==> src/rtl/tx_arb_pkg.sv <==
// rtl/tx_arb_pkg.sv - shared record layout, FSM states and record helpers for tx_order_arbiter
package tx_arb_pkg;

    localparam int ADDR_W = 8;
    localparam int BS_W   = 8;
    localparam int TS_W   = 32;
    localparam int REC_W  = TS_W + BS_W + ADDR_W;

    typedef enum logic [1:0] {
        IDLE,
        LAUNCH,
        WAIT_BUSY,
        WAIT_DONE
    } arb_state_t;

    // Field order matches the on-wire record: timestamp in the top bits, addr in the bottom byte.
    typedef struct packed {
        logic [TS_W-1:0]   timestamp;
        logic [BS_W-1:0]   buysell;
        logic [ADDR_W-1:0] addr;
    } tx_rec_t;

    function automatic logic [REC_W-1:0] rec_pack(
        input logic [ADDR_W-1:0] addr,
        input logic [BS_W-1:0]   buysell,
        input logic [TS_W-1:0]   timestamp
    );
        return {timestamp, buysell, addr};
    endfunction

    function automatic tx_rec_t rec_unpack(input logic [REC_W-1:0] rec);
        return tx_rec_t'(rec);
    endfunction

endpackage

==> src/rtl/tx_rec_fifo.sv <==
// rtl/tx_rec_fifo.sv - per-system order record FIFO with push-while-full-and-popping acceptance
module tx_rec_fifo #(
    parameter int WIDTH = 48,
    parameter int DEPTH = 8
) (
    input  logic                       clk,
    input  logic                       reset_n,
    input  logic                       push,
    input  logic [WIDTH-1:0]           push_data,
    input  logic                       pop,
    output logic [WIDTH-1:0]           pop_data,
    output logic                       full,
    output logic                       empty,
    output logic [$clog2(DEPTH):0]     count
);

    localparam int PTR_W = $clog2(DEPTH);
    localparam int CNT_W = PTR_W + 1;

    logic [WIDTH-1:0] mem [DEPTH];
    logic [PTR_W-1:0] wr_ptr;
    logic [PTR_W-1:0] rd_ptr;
    logic [CNT_W-1:0] count_nxt;
    logic             pop_ok;
    logic             push_ok;

    assign empty    = (count == '0);
    assign pop_ok   = pop & ~empty;
    // A full FIFO still takes a write when its head leaves in the same cycle.
    assign push_ok  = push & ((count < CNT_W'(DEPTH)) | pop_ok);
    assign pop_data = mem[rd_ptr];

    // Occupancy after this cycle's push and pop.
    always_comb begin
        count_nxt = count;
        case ({push_ok, pop_ok})
            2'b10:   count_nxt = count + CNT_W'(1);
            2'b01:   count_nxt = count - CNT_W'(1);
            default: count_nxt = count;
        endcase
    end

    // Record storage; contents need no reset because count gates every read.
    always_ff @(posedge clk) begin
        if (push_ok) begin
            mem[wr_ptr] <= push_data;
        end
    end

    // Pointers, count and the registered full flag.
    always_ff @(posedge clk or negedge reset_n) begin
        if (!reset_n) begin
            wr_ptr <= '0;
            rd_ptr <= '0;
            count  <= '0;
            full   <= 1'b0;
        end else begin
            if (push_ok) begin
                wr_ptr <= wr_ptr + PTR_W'(1);
            end
            if (pop_ok) begin
                rd_ptr <= rd_ptr + PTR_W'(1);
            end
            count <= count_nxt;
            full  <= (count_nxt == CNT_W'(DEPTH));
        end
    end

endmodule

==> src/rtl/tx_order_arbiter.sv <==
// rtl/tx_order_arbiter.sv - round-robin sharing of the UART order-transmit path between trading systems
module tx_order_arbiter
    import tx_arb_pkg::*;
#(
    parameter int NUM_SYS    = 4,
    parameter int FIFO_DEPTH = 8,
    parameter int BUSY_TO    = 4
) (
    input  logic                      clk,
    input  logic                      reset_n,
    input  logic [8*NUM_SYS-1:0]      sys_addr,
    input  logic [8*NUM_SYS-1:0]      sys_buysell,
    input  logic [32*NUM_SYS-1:0]     sys_timestamp,
    input  logic [NUM_SYS-1:0]        sys_dv,
    output logic [NUM_SYS-1:0]        sys_full,
    output logic [NUM_SYS-1:0]        sys_drop,
    output logic [7:0]                tx_addr,
    output logic [7:0]                tx_buysell,
    output logic [31:0]               tx_timestamp,
    output logic                      tx_dv,
    input  logic                      tx_busy
);

    localparam int IDX_W = $clog2(NUM_SYS);
    localparam int CNT_W = $clog2(FIFO_DEPTH) + 1;
    localparam int TO_W  = $clog2(BUSY_TO + 1);

    arb_state_t        state;
    arb_state_t        state_nxt;
    logic [IDX_W-1:0]  last_grant;
    logic [IDX_W-1:0]  pick_idx;
    logic              pick_valid;
    logic              grant_load;
    logic              to_clr;
    logic              to_inc;
    logic [TO_W-1:0]   to_cnt;
    logic [NUM_SYS-1:0] pop_vec;
    logic [NUM_SYS-1:0] req;
    logic [NUM_SYS-1:0] accept;
    logic [NUM_SYS-1:0] fifo_empty;
    logic [REC_W-1:0]   head [NUM_SYS];
    logic [CNT_W-1:0]   fifo_count [NUM_SYS];
    tx_rec_t            head_rec;

    for (genvar i = 0; i < NUM_SYS; i++) begin : g_sys
        tx_rec_fifo #(
            .WIDTH (REC_W),
            .DEPTH (FIFO_DEPTH)
        ) u_fifo (
            .clk       (clk),
            .reset_n   (reset_n),
            .push      (sys_dv[i]),
            .push_data (rec_pack(sys_addr[ADDR_W*i +: ADDR_W],
                                 sys_buysell[BS_W*i +: BS_W],
                                 sys_timestamp[TS_W*i +: TS_W])),
            .pop       (pop_vec[i]),
            .pop_data  (head[i]),
            .full      (sys_full[i]),
            .empty     (fifo_empty[i]),
            .count     (fifo_count[i])
        );

        assign req[i]    = ~fifo_empty[i];
        // Mirrors the FIFO's own acceptance so the drop pulse matches what was discarded.
        assign accept[i] = (fifo_count[i] < CNT_W'(FIFO_DEPTH)) | pop_vec[i];
    end

    assign head_rec = rec_unpack(head[pick_idx]);

    // Round-robin pick: scan from the system after the last grant, first non-empty FIFO wins.
    always_comb begin
        pick_valid = 1'b0;
        pick_idx   = last_grant;
        for (int k = 1; k <= NUM_SYS; k++) begin
            if (!pick_valid && req[IDX_W'((int'(last_grant) + k) % NUM_SYS)]) begin
                pick_valid = 1'b1;
                pick_idx   = IDX_W'((int'(last_grant) + k) % NUM_SYS);
            end
        end
    end

    // Transfer sequencing: launch one record, then follow tx_busy up and back down.
    always_comb begin
        state_nxt  = state;
        pop_vec    = '0;
        grant_load = 1'b0;
        to_clr     = 1'b0;
        to_inc     = 1'b0;
        case (state)
            IDLE: begin
                if (pick_valid && !tx_busy) begin
                    pop_vec[pick_idx] = 1'b1;
                    grant_load        = 1'b1;
                    state_nxt         = LAUNCH;
                end
            end
            LAUNCH: begin
                to_clr    = 1'b1;
                state_nxt = WAIT_BUSY;
            end
            WAIT_BUSY: begin
                if (tx_busy) begin
                    state_nxt = WAIT_DONE;
                end else begin
                    to_inc = 1'b1;
                    // The UART never acknowledged; the record is treated as sent.
                    if (to_cnt == TO_W'(BUSY_TO - 1)) begin
                        state_nxt = IDLE;
                    end
                end
            end
            WAIT_DONE: begin
                if (!tx_busy) begin
                    state_nxt = IDLE;
                end
            end
            default: state_nxt = IDLE;
        endcase
    end

    // State register.
    always_ff @(posedge clk or negedge reset_n) begin
        if (!reset_n) begin
            state <= IDLE;
        end else begin
            state <= state_nxt;
        end
    end

    // Busy-wait timeout counter, cleared during the launch cycle.
    always_ff @(posedge clk or negedge reset_n) begin
        if (!reset_n) begin
            to_cnt <= '0;
        end else if (to_clr) begin
            to_cnt <= '0;
        end else if (to_inc) begin
            to_cnt <= to_cnt + TO_W'(1);
        end
    end

    // Remember the granted system; reset value makes system 0 the first winner.
    always_ff @(posedge clk or negedge reset_n) begin
        if (!reset_n) begin
            last_grant <= IDX_W'(NUM_SYS - 1);
        end else if (grant_load) begin
            last_grant <= pick_idx;
        end
    end

    // UART-facing record: populated only for the single launch cycle, zero otherwise.
    always_ff @(posedge clk or negedge reset_n) begin
        if (!reset_n) begin
            tx_dv        <= 1'b0;
            tx_addr      <= '0;
            tx_buysell   <= '0;
            tx_timestamp <= '0;
        end else if (grant_load) begin
            tx_dv        <= 1'b1;
            tx_addr      <= head_rec.addr;
            tx_buysell   <= head_rec.buysell;
            tx_timestamp <= head_rec.timestamp;
        end else begin
            tx_dv        <= 1'b0;
            tx_addr      <= '0;
            tx_buysell   <= '0;
            tx_timestamp <= '0;
        end
    end

    // One-cycle pulse for every write that found no room.
    always_ff @(posedge clk or negedge reset_n) begin
        if (!reset_n) begin
            sys_drop <= '0;
        end else begin
            sys_drop <= sys_dv & ~accept;
        end
    end

endmodule

==> config.mk <==
export PLATFORM = sky130hd
export DESIGN_NAME = tx_order_arbiter
export DESIGN_NICKNAME = d
export VERILOG_FILES = /design/src/rtl/tx_arb_pkg.sv /design/src/rtl/tx_rec_fifo.sv /design/src/rtl/tx_order_arbiter.sv
export SDC_FILE = /design/constraint.sdc
export NUM_CORES = 2
export LEC_CHECK = 0
export ABC_AREA = 1
export BUFFER_PORTS_ARGS = -buffer_cell sky130_fd_sc_hd__clkbuf_2
export CORE_MARGIN = 2
export CORE_UTILIZATION = 55
export DETAILED_ROUTE_END_ITERATION = 7
export PLACE_DENSITY = 0.75
export SETUP_SLACK_MARGIN = 0.1
export SYNTH_ARGS = -nofsm -noshare
export SYNTH_HDL_FRONTEND = slang
export SYNTH_SLANG_ARGS = --single-unit
export TNS_END_PERCENT = 100
==> constraint.sdc <==
create_clock -name clk -period 6 [get_ports clk]
set_input_delay 0 -clock clk [delete_from_list [all_inputs] [get_ports clk]]
set_output_delay 0 -clock clk [all_outputs]
set_load 0.05 [all_outputs]
# --- After elaboration in Yosys (flattened, before gate mapping) ---
# Memories as Yosys holds them, arrays and structs flattened.
# Index checks and enable logic that the tools add are counted.
totals:
  ff_bits: 104
  ram_bits: 1536
  inputBits: 199
  out_inout_bits: 57
  elab_cells: 173
  n_memories: 4
op_classes:
  add_sub_neg: 21
  magnitude_cmp: 11
  n_eq_ne: 19
  n_mux: 55
  bitwise_logic: 23
  reduce_logical: 16
mem_list:
  columns: ["memory", "words", "width", "read_ports", "rd_clocked_by_memory_dff", "wr", "line_no", "rtl"]
  rows:
  - ["g_sys[0].u_fifo.mem", 8, 48, 1, 0, 1, "tx_rec_fifo.sv:20", "logic [WIDTH-1:0] mem [DEPTH];"]
  - ["g_sys[1].u_fifo.mem", 8, 48, 1, 0, 1, "tx_rec_fifo.sv:20", null]
  - ["g_sys[2].u_fifo.mem", 8, 48, 1, 0, 1, "tx_rec_fifo.sv:20", null]
  - ["g_sys[3].u_fifo.mem", 8, 48, 1, 0, 1, "tx_rec_fifo.sv:20", null]
op_table:
  columns: ["operator", "n"]
  rows:
  - ["$bmux W48 S2", 1]
  - ["$mux W48", 2]
  - ["$mux W32", 1]
  - ["$pmux W4 S2", 4]
  - ["$add A3 B1 Y3 const B", 9]
  - ["$mux W1", 27]
  - ["$add A4 B1 Y4 const B", 4]
  - ["$eq A4 B4 Y1 const B", 4]
  - ["$logic_not A4 Y1", 4]
  - ["$lt A2 B4 Y1 const B", 4]
  - ["$lt A4 B4 Y1 const B", 4]
  - ["$mux W2", 8]
  - ["$mux W8", 2]
  - ["$sub A4 B1 Y4 const B", 4]
  - ["$eq A2 B2 Y1 const B", 6]
  - ["$eq A2 B1 Y1 const B", 5]
  - ["$and A1 B1 Y1", 8]
  - ["$bmux W1 S2", 4]
  - ["$mux W4", 2]
  - ["$or A1 B1 Y1", 8]
  - ["$pmux W2 S4", 1]
  - ["$mux W3", 2]
  - ["$logic_and A1 B1 Y1", 5]
  - ["$add A2 B1 Y2 const B", 2]
  - ["16 further kinds", 24]

# --- Logic depth before layout (Yosys ltp) ---
logic_depth:
  depth_word: 27
  ltp_mapped: 23
  ltp_nobuf: 22

# --- Modules after synthesis ---
# A second synthesis with hierarchy kept.
unflattened:
  cells_unflattened: 5315
  hier_area_um2: 66282.3
by_module_without_submodules:
  columns: ["module", "instances", "cells_per_inst", "area_each_um2", "seq_area_each_um2"]
  rows:
  - ["tx_rec_fifo at g_sys[0].u_fifo ...", 2, 1165, 15448.6, 11806.3]
  - ["tx_rec_fifo at g_sys[3].u_fifo", 1, 1168, 15471.1, 11806.3]
  - ["tx_rec_fifo at g_sys[1].u_fifo", 1, 1168, 15459.8, 11806.3]
  - ["tx_order_arbiter", 1, 649, 4454.3, 1503.9]

# --- Worst setup path before layout ---
# No wires, ideal clock.
synth_path:
  path_type: "flip-flop to flip-flop"
  startpoint: "reg last_grant[1]"
  endpoint: "mem g_sys[0].u_fifo.mem[2][0], enable pin"
  arrival_ns: 3.845
  required_time_ns: 5.546
  slack_ns: 1.701
  stages_incl_launch_ff: 13
  n_path_buf: 1
  period_less_slack_ns: 4.299
  cell_sequence: "dfstp_2 clkbuf_2 xor2_2 nand3_1 nand2_1 inv_1 nand4_1 nand2_1 nor2_4 nand3_1 nand2_2 nand3_2 nor2_1"
synth_via:
  elab_chain_len: 25
  word_cells_on_any_way: 43
  classes_between: "add/sub (4); order compare (2); mux (26); bitwise (3); reduce/logical (8)"
synth_rtl:
  columns: ["element", "line_no", "rtl"]
  rows:
  - ["start: declaration", "tx_order_arbiter.sv:30", "logic [IDX_W-1:0] last_grant;"]
  - ["start signal: assignment", "tx_order_arbiter.sv:144", "last_grant <= IDX_W'(NUM_SYS - 1);"]
  - ["start signal: assignment", "tx_order_arbiter.sv:146", "last_grant <= pick_idx;"]
  - ["$add A2 B1 Y2", "tx_order_arbiter.sv:75, tx_order_arbiter.sv:77", null]
  - ["$bmux W1 S2", "tx_order_arbiter.sv:75", "if (!pick_valid && req[IDX_W'((int'(last_grant) + k) % NUM_SYS)]) begin"]
  - ["$mux W1 (not written as such) (2 in a row)", "tx_order_arbiter.sv:75", null]
  - ["$mux W1", "tx_order_arbiter.sv:75", null]
  - ["$logic_not A1 Y1", "tx_order_arbiter.sv:75", null]
  - ["$logic_and A1 B1 Y1", "tx_order_arbiter.sv:75", null]
  - ["$mux W1", "tx_order_arbiter.sv:75", null]
  - ["$logic_not A1 Y1", "tx_order_arbiter.sv:75", null]
  - ["[... 8 more ...]", null, null]
  - ["$demux W1 S2", "tx_order_arbiter.sv:92", "pop_vec[pick_idx] = 1'b1;"]
  - ["$mux W4 (*)", "tx_order_arbiter.sv:91", "if (pick_valid && !tx_busy) begin"]
  - ["$mux W4 (*)", "tx_order_arbiter.sv:89", "case (state)"]
  - ["$and A1 B1 Y1 (*)", "tx_rec_fifo.sv:28", "assign pop_ok = pop & ~empty;"]
  - ["$or A1 B1 Y1 (*)", "tx_rec_fifo.sv:30", "assign push_ok = push & ((count < CNT_W'(DEPTH)) | pop_ok);"]
  - ["$and A1 B1 Y1 (*)", "tx_rec_fifo.sv:30", null]
  - ["$mux W1 (*)", "tx_rec_fifo.sv:45", "if (push_ok) begin"]
  - ["$mux W1 (not written as such) (*)", "tx_rec_fifo.sv:46", "mem[wr_ptr] <= push_data;"]
  - ["end: declaration", "tx_rec_fifo.sv:20", null]
# Mark *: on every way between the ends. The rest lies on a longest branch, timed or not. The select of a mux whose other input is x is not followed.

# --- Worst setup path in the final report ---
layout_path:
  startpoint: "reg last_grant[0]"
  endpoint: "mem g_sys[1].u_fifo.mem[4][39], enable pin"
layout_via:
  elab_chain_len: 25
  word_cells_on_any_way: 43
  classes_between: "add/sub (4); order compare (2); mux (26); bitwise (3); reduce/logical (8)"
layout_rtl:
  columns: ["element", "line_no"]
  rows:
  - ["$add A2 B1 Y2", "tx_order_arbiter.sv:75, tx_order_arbiter.sv:77"]
  - ["$bmux W1 S2", "tx_order_arbiter.sv:75"]
  - ["$mux W1 (not written as such) (2 in a row)", "tx_order_arbiter.sv:75"]
  - ["$mux W1", "tx_order_arbiter.sv:75"]
  - ["$logic_not A1 Y1", "tx_order_arbiter.sv:75"]
  - ["$logic_and A1 B1 Y1", "tx_order_arbiter.sv:75"]
  - ["$mux W1", "tx_order_arbiter.sv:75"]
  - ["$logic_not A1 Y1", "tx_order_arbiter.sv:75"]
  - ["[... 8 more ...]", null]
  - ["$demux W1 S2", "tx_order_arbiter.sv:92"]
  - ["$mux W4 (*)", "tx_order_arbiter.sv:91"]
  - ["$mux W4 (*)", "tx_order_arbiter.sv:89"]
  - ["$and A1 B1 Y1 (*)", "tx_rec_fifo.sv:28"]
  - ["$or A1 B1 Y1 (*)", "tx_rec_fifo.sv:30"]
  - ["$and A1 B1 Y1 (*)", "tx_rec_fifo.sv:30"]
  - ["$mux W1 (*)", "tx_rec_fifo.sv:45"]
  - ["$mux W1 (not written as such) (*)", "tx_rec_fifo.sv:46"]
  - ["end: declaration", "tx_rec_fifo.sv:20"]
# Marks and branches as above.

==> flow_summary.ini <==
[placement]
hpwl_um = 105400
placed_cells = 6423
io_buffer_count = 255
gp_congestion = 0.9183
dpl-instance-area_sq_mm = 0.06707

[routing]
wl_met1_um = 67410
ant_nets = 0
wirelength_um = 173600
route.vias.total = 42820
wire_per_inst_um = 25.05
vias_per_cell = 6.178
drt-initial-drc-count = 5836
routed-wl-met3_um = 20040
top_layer = met5
drc = 0
dr_wl_met2_um = 79460
dr.pass1.iters = 6

[sta]
rsz0062_at_grt = false
hold_violations = 0
hold_slack_ps = 37.06
finClkSkew_ps = 47.11
relSlewSlack_pct = 16.86
final-max-slew-violation-count = 0
fin_crit_ps = 4430
timing.fmax_mhz = 225.7
worstMarginPinSlew_ps = 1234
finalCritPeriodShare_pct = 73.83
setup_viol = 0
tns_ps = 0

[setup_path]
worstReg2RegEnd = g_sys[1].u_fifo.mem[4][39]$_DFFE_PP_
cp_max_fo = 26
crit_chain = xor2_2 > nand2_1 > nand2_2 > nand3_4 > inv_2 > nand2_1 > nand2_1 > nand3_1 > nand2_2 > nand3_2 > nor2_4 > buf_4
crit_slowest_cell = nor2_4
worstSetupPathType = reg -> reg
startpoint_type = register
cpMostUsedCell = nand2_1
critPathRequiredTime_ps = 6430
r2r_cells = 12
critPathLaunch = last_grant[0]$_DFFE_PN1P_
cpPeakStageDelay_ps = 730
arrival_ps = 4860
worstReg2RegStart = last_grant[0]$_DFFE_PN1P_
r2r_setup_slack_ps = 1570
crit_path_end_kind = register

[die]
start_util_pct = 55.45
die_area_sq_mm = 0.1197
core_sq_mm = 0.1160
rows = 125
die_x_um = 346.0
die_h_um = 346.0
io_pins = 256

[cells_and_area]
area_growth_pct = 15.36
fin_area_sq_mm = 0.07423
finalNonFillerCells = 6931
utilization_pct = 63.96
nets = 5484
drive_above_1_share_pct = 11.79

[grt]
grtUsageTotal_pct = 28.63
grt_overflow = 0
antenna_found_initial = 18
grt_pass1_vias = 40890
grt_max_degree = 119
grt_first_pass_wirelength_um = 257200

[synthesis]
yosys.area.top_type = edfxtp_1
synth_seq_area_share_pct = 75.73
synth_edf_count = 1536
synthFlopType = edfxtp_1
syn-num-nets = 5119
synth-xor-area-share_pct = 0.3928
synth_mux_area_share_pct = 0
synth-adder-area-share_pct = 0.4278
synth_seq_cells = 1640
synthArstFlopShare_pct = 6.341
yosys-top-cells-area = edfxtp_1 (72%), o21ai_0 (7.6%), nor2_1 (4.7%), dfrtp_1 (4.0%), nand2_1 (2.9%)
synth_cell_types = 39
avgSynthCellArea_sq_um = 13.14
ys_warn_count = 0
netlist_area_sq_mm = 0.06435
yosysTopAreaCellShare_pct = 71.68
postSynthCellCount = 4898
synth-compound-area-share_pct = 12.24
synth_common_cells = edfxtp_1 (1536), o21ai_0 (972), nor2_1 (812)
synth_top_family_by_area = compound AO/OA/AOI/OAI gates
yosysMostFrequentCell = edfxtp_1
synthSimpleGateAreaFrac_pct = 8.787

[min_path]
hold_start = sys_timestamp[34]
hold_depth = 2
min_to = g_sys[1].u_fifo.mem[7][18]$_DFFE_PP_
hp-class = in -> reg

[clock_network]
postCtsHoldBufs = 201
cts_buffers = 161
postCtsSetupBuffers = 0
tritoncts = yes
clock-sinks = 1640
cts.repair.resized = 0
htreeDepth = 4
cts_buffer_depth = 3
clock_latency_ps = 780
path_clk_slew_ps = 60
clockRootBuffer = clkbuf_16

[run_status]
outcome = completed

[pwr]
p_leak_uw = 0.02531
max-vdd-ir-drop_mv = 0.5025
power_per_cell_area_mw_per_mm2 = 514.3

[run]
maxCapViolCount = 0
==> worst max-delay path, delay by kind of cell, from the launching register on <==
family	cells	cell delay [ps]
XOR/XNOR	1	270
AND/OR/NAND/NOR	9	2490
flip-flops	1	700
buffers and inverters	2	590
==> state kept, by name (all words and copies together), names as in the netlist <==
| name | count |
|---|---|
| state | 2 |
| g_sys.u_fifo.wr_ptr | 12 |
| last_grant | 2 |
| tx_addr | 8 |
| tx_timestamp | 32 |
| g_sys.u_fifo.count | 16 |
| tx_dv | 1 |
| g_sys.u_fifo.full | 4 |
| g_sys.u_fifo.rd_ptr | 12 |
| tx_buysell | 8 |
| sys_drop | 4 |
| to_cnt | 3 |
| g_sys.u_fifo.mem | 1536 |
==> stage by stage <==
| step | setup WS (ps) | total power (uW) |
|---|---|---|
| after CTS | 1646 | 37970 |
| after global routing | 1356 | 39810 |
| after global placement | 1768 | 27760 |
| after floorplan | 1701 | 23000 |
| final | 1570 | 38170 |
| after detailed placement | 1674 | 28110 |
==> where the power goes <==
group,switching [uW],total [uW],internal (uW)
registers,819,15000,14100
logic,10200,13400,3270
clock network,4310,9770,5460
total,15300,38200,22900
==> how the worst max path moves through the flow <==
stage	slack, ps	end
after floorplan	1700	g_sys[0].u_fifo.mem[2][0]$_DFFE_PP_
after global placement	1770	g_sys[1].u_fifo.mem[4][35]$_DFFE_PP_
after detailed placement	1670	g_sys[1].u_fifo.mem[4][37]$_DFFE_PP_
after CTS	1650	g_sys[1].u_fifo.mem[4][10]$_DFFE_PP_
after global routing	1360	g_sys[1].u_fifo.mem[4][10]$_DFFE_PP_
final	1570	g_sys[1].u_fifo.mem[4][39]$_DFFE_PP_
==> cell type report <==
cell class / count / area, sq um
inverter: 52 / 216.5
clock buffer: 195 / 4239
sequential: 1640 / 48750
tap: 1524 / 1907
clock inverter: 99 / 854.6
antenna: 13 / 32.53
fill: 8184 / 41820
multi-input combinational: 2873 / 14310
timing repair buffer: 535 / 3914
==> layout by cell type (no fill, tap or decap), drive strengths merged, types with 4 or more instances in the layout <==
master	synthesis	layout
clkinvlp	0	4
o21ai	978	978
dlygate4sd3	0	200
a32o	19	19
inv	50	61
dfrtp	102	102
a21oi	55	55
nor3	6	6
diode	0	13
buf	70	81
bufinv	0	9
nand2	507	507
o221ai	169	169
a32oi	4	4
edfxtp	1536	1536
clkbuf	263	449
ha	22	22
nor2	813	813
nand3	111	111
o211ai	15	15
xor2	23	23
o22ai	139	139
clkinv	2	77
xnor2	5	5
==> layer usage <==
layer	up-vias	track usage, %
met3	338	7.192
met5	-	0
met4	12	11.04
met2	2554	43.59
met1	21030	40.08
li1	18880	-
==> cells by family (layout without fill, tap and decap cells) <==
| family | Yosys count | in the layout |
|---|---|---|
| DFF | 1640 | 1640 |
| and+or+nand+nor | 1442 | 1442 |
| AOI/OAI and AO/OA | 1381 | 1381 |
| buffers and inverters | 385 | 881 |
| xor gates and xnor gates | 28 | 28 |
| adders and majority gates | 22 | 22 |
| other | 0 | 13 |
Note: power is estimated with default switching activity, not from simulation.
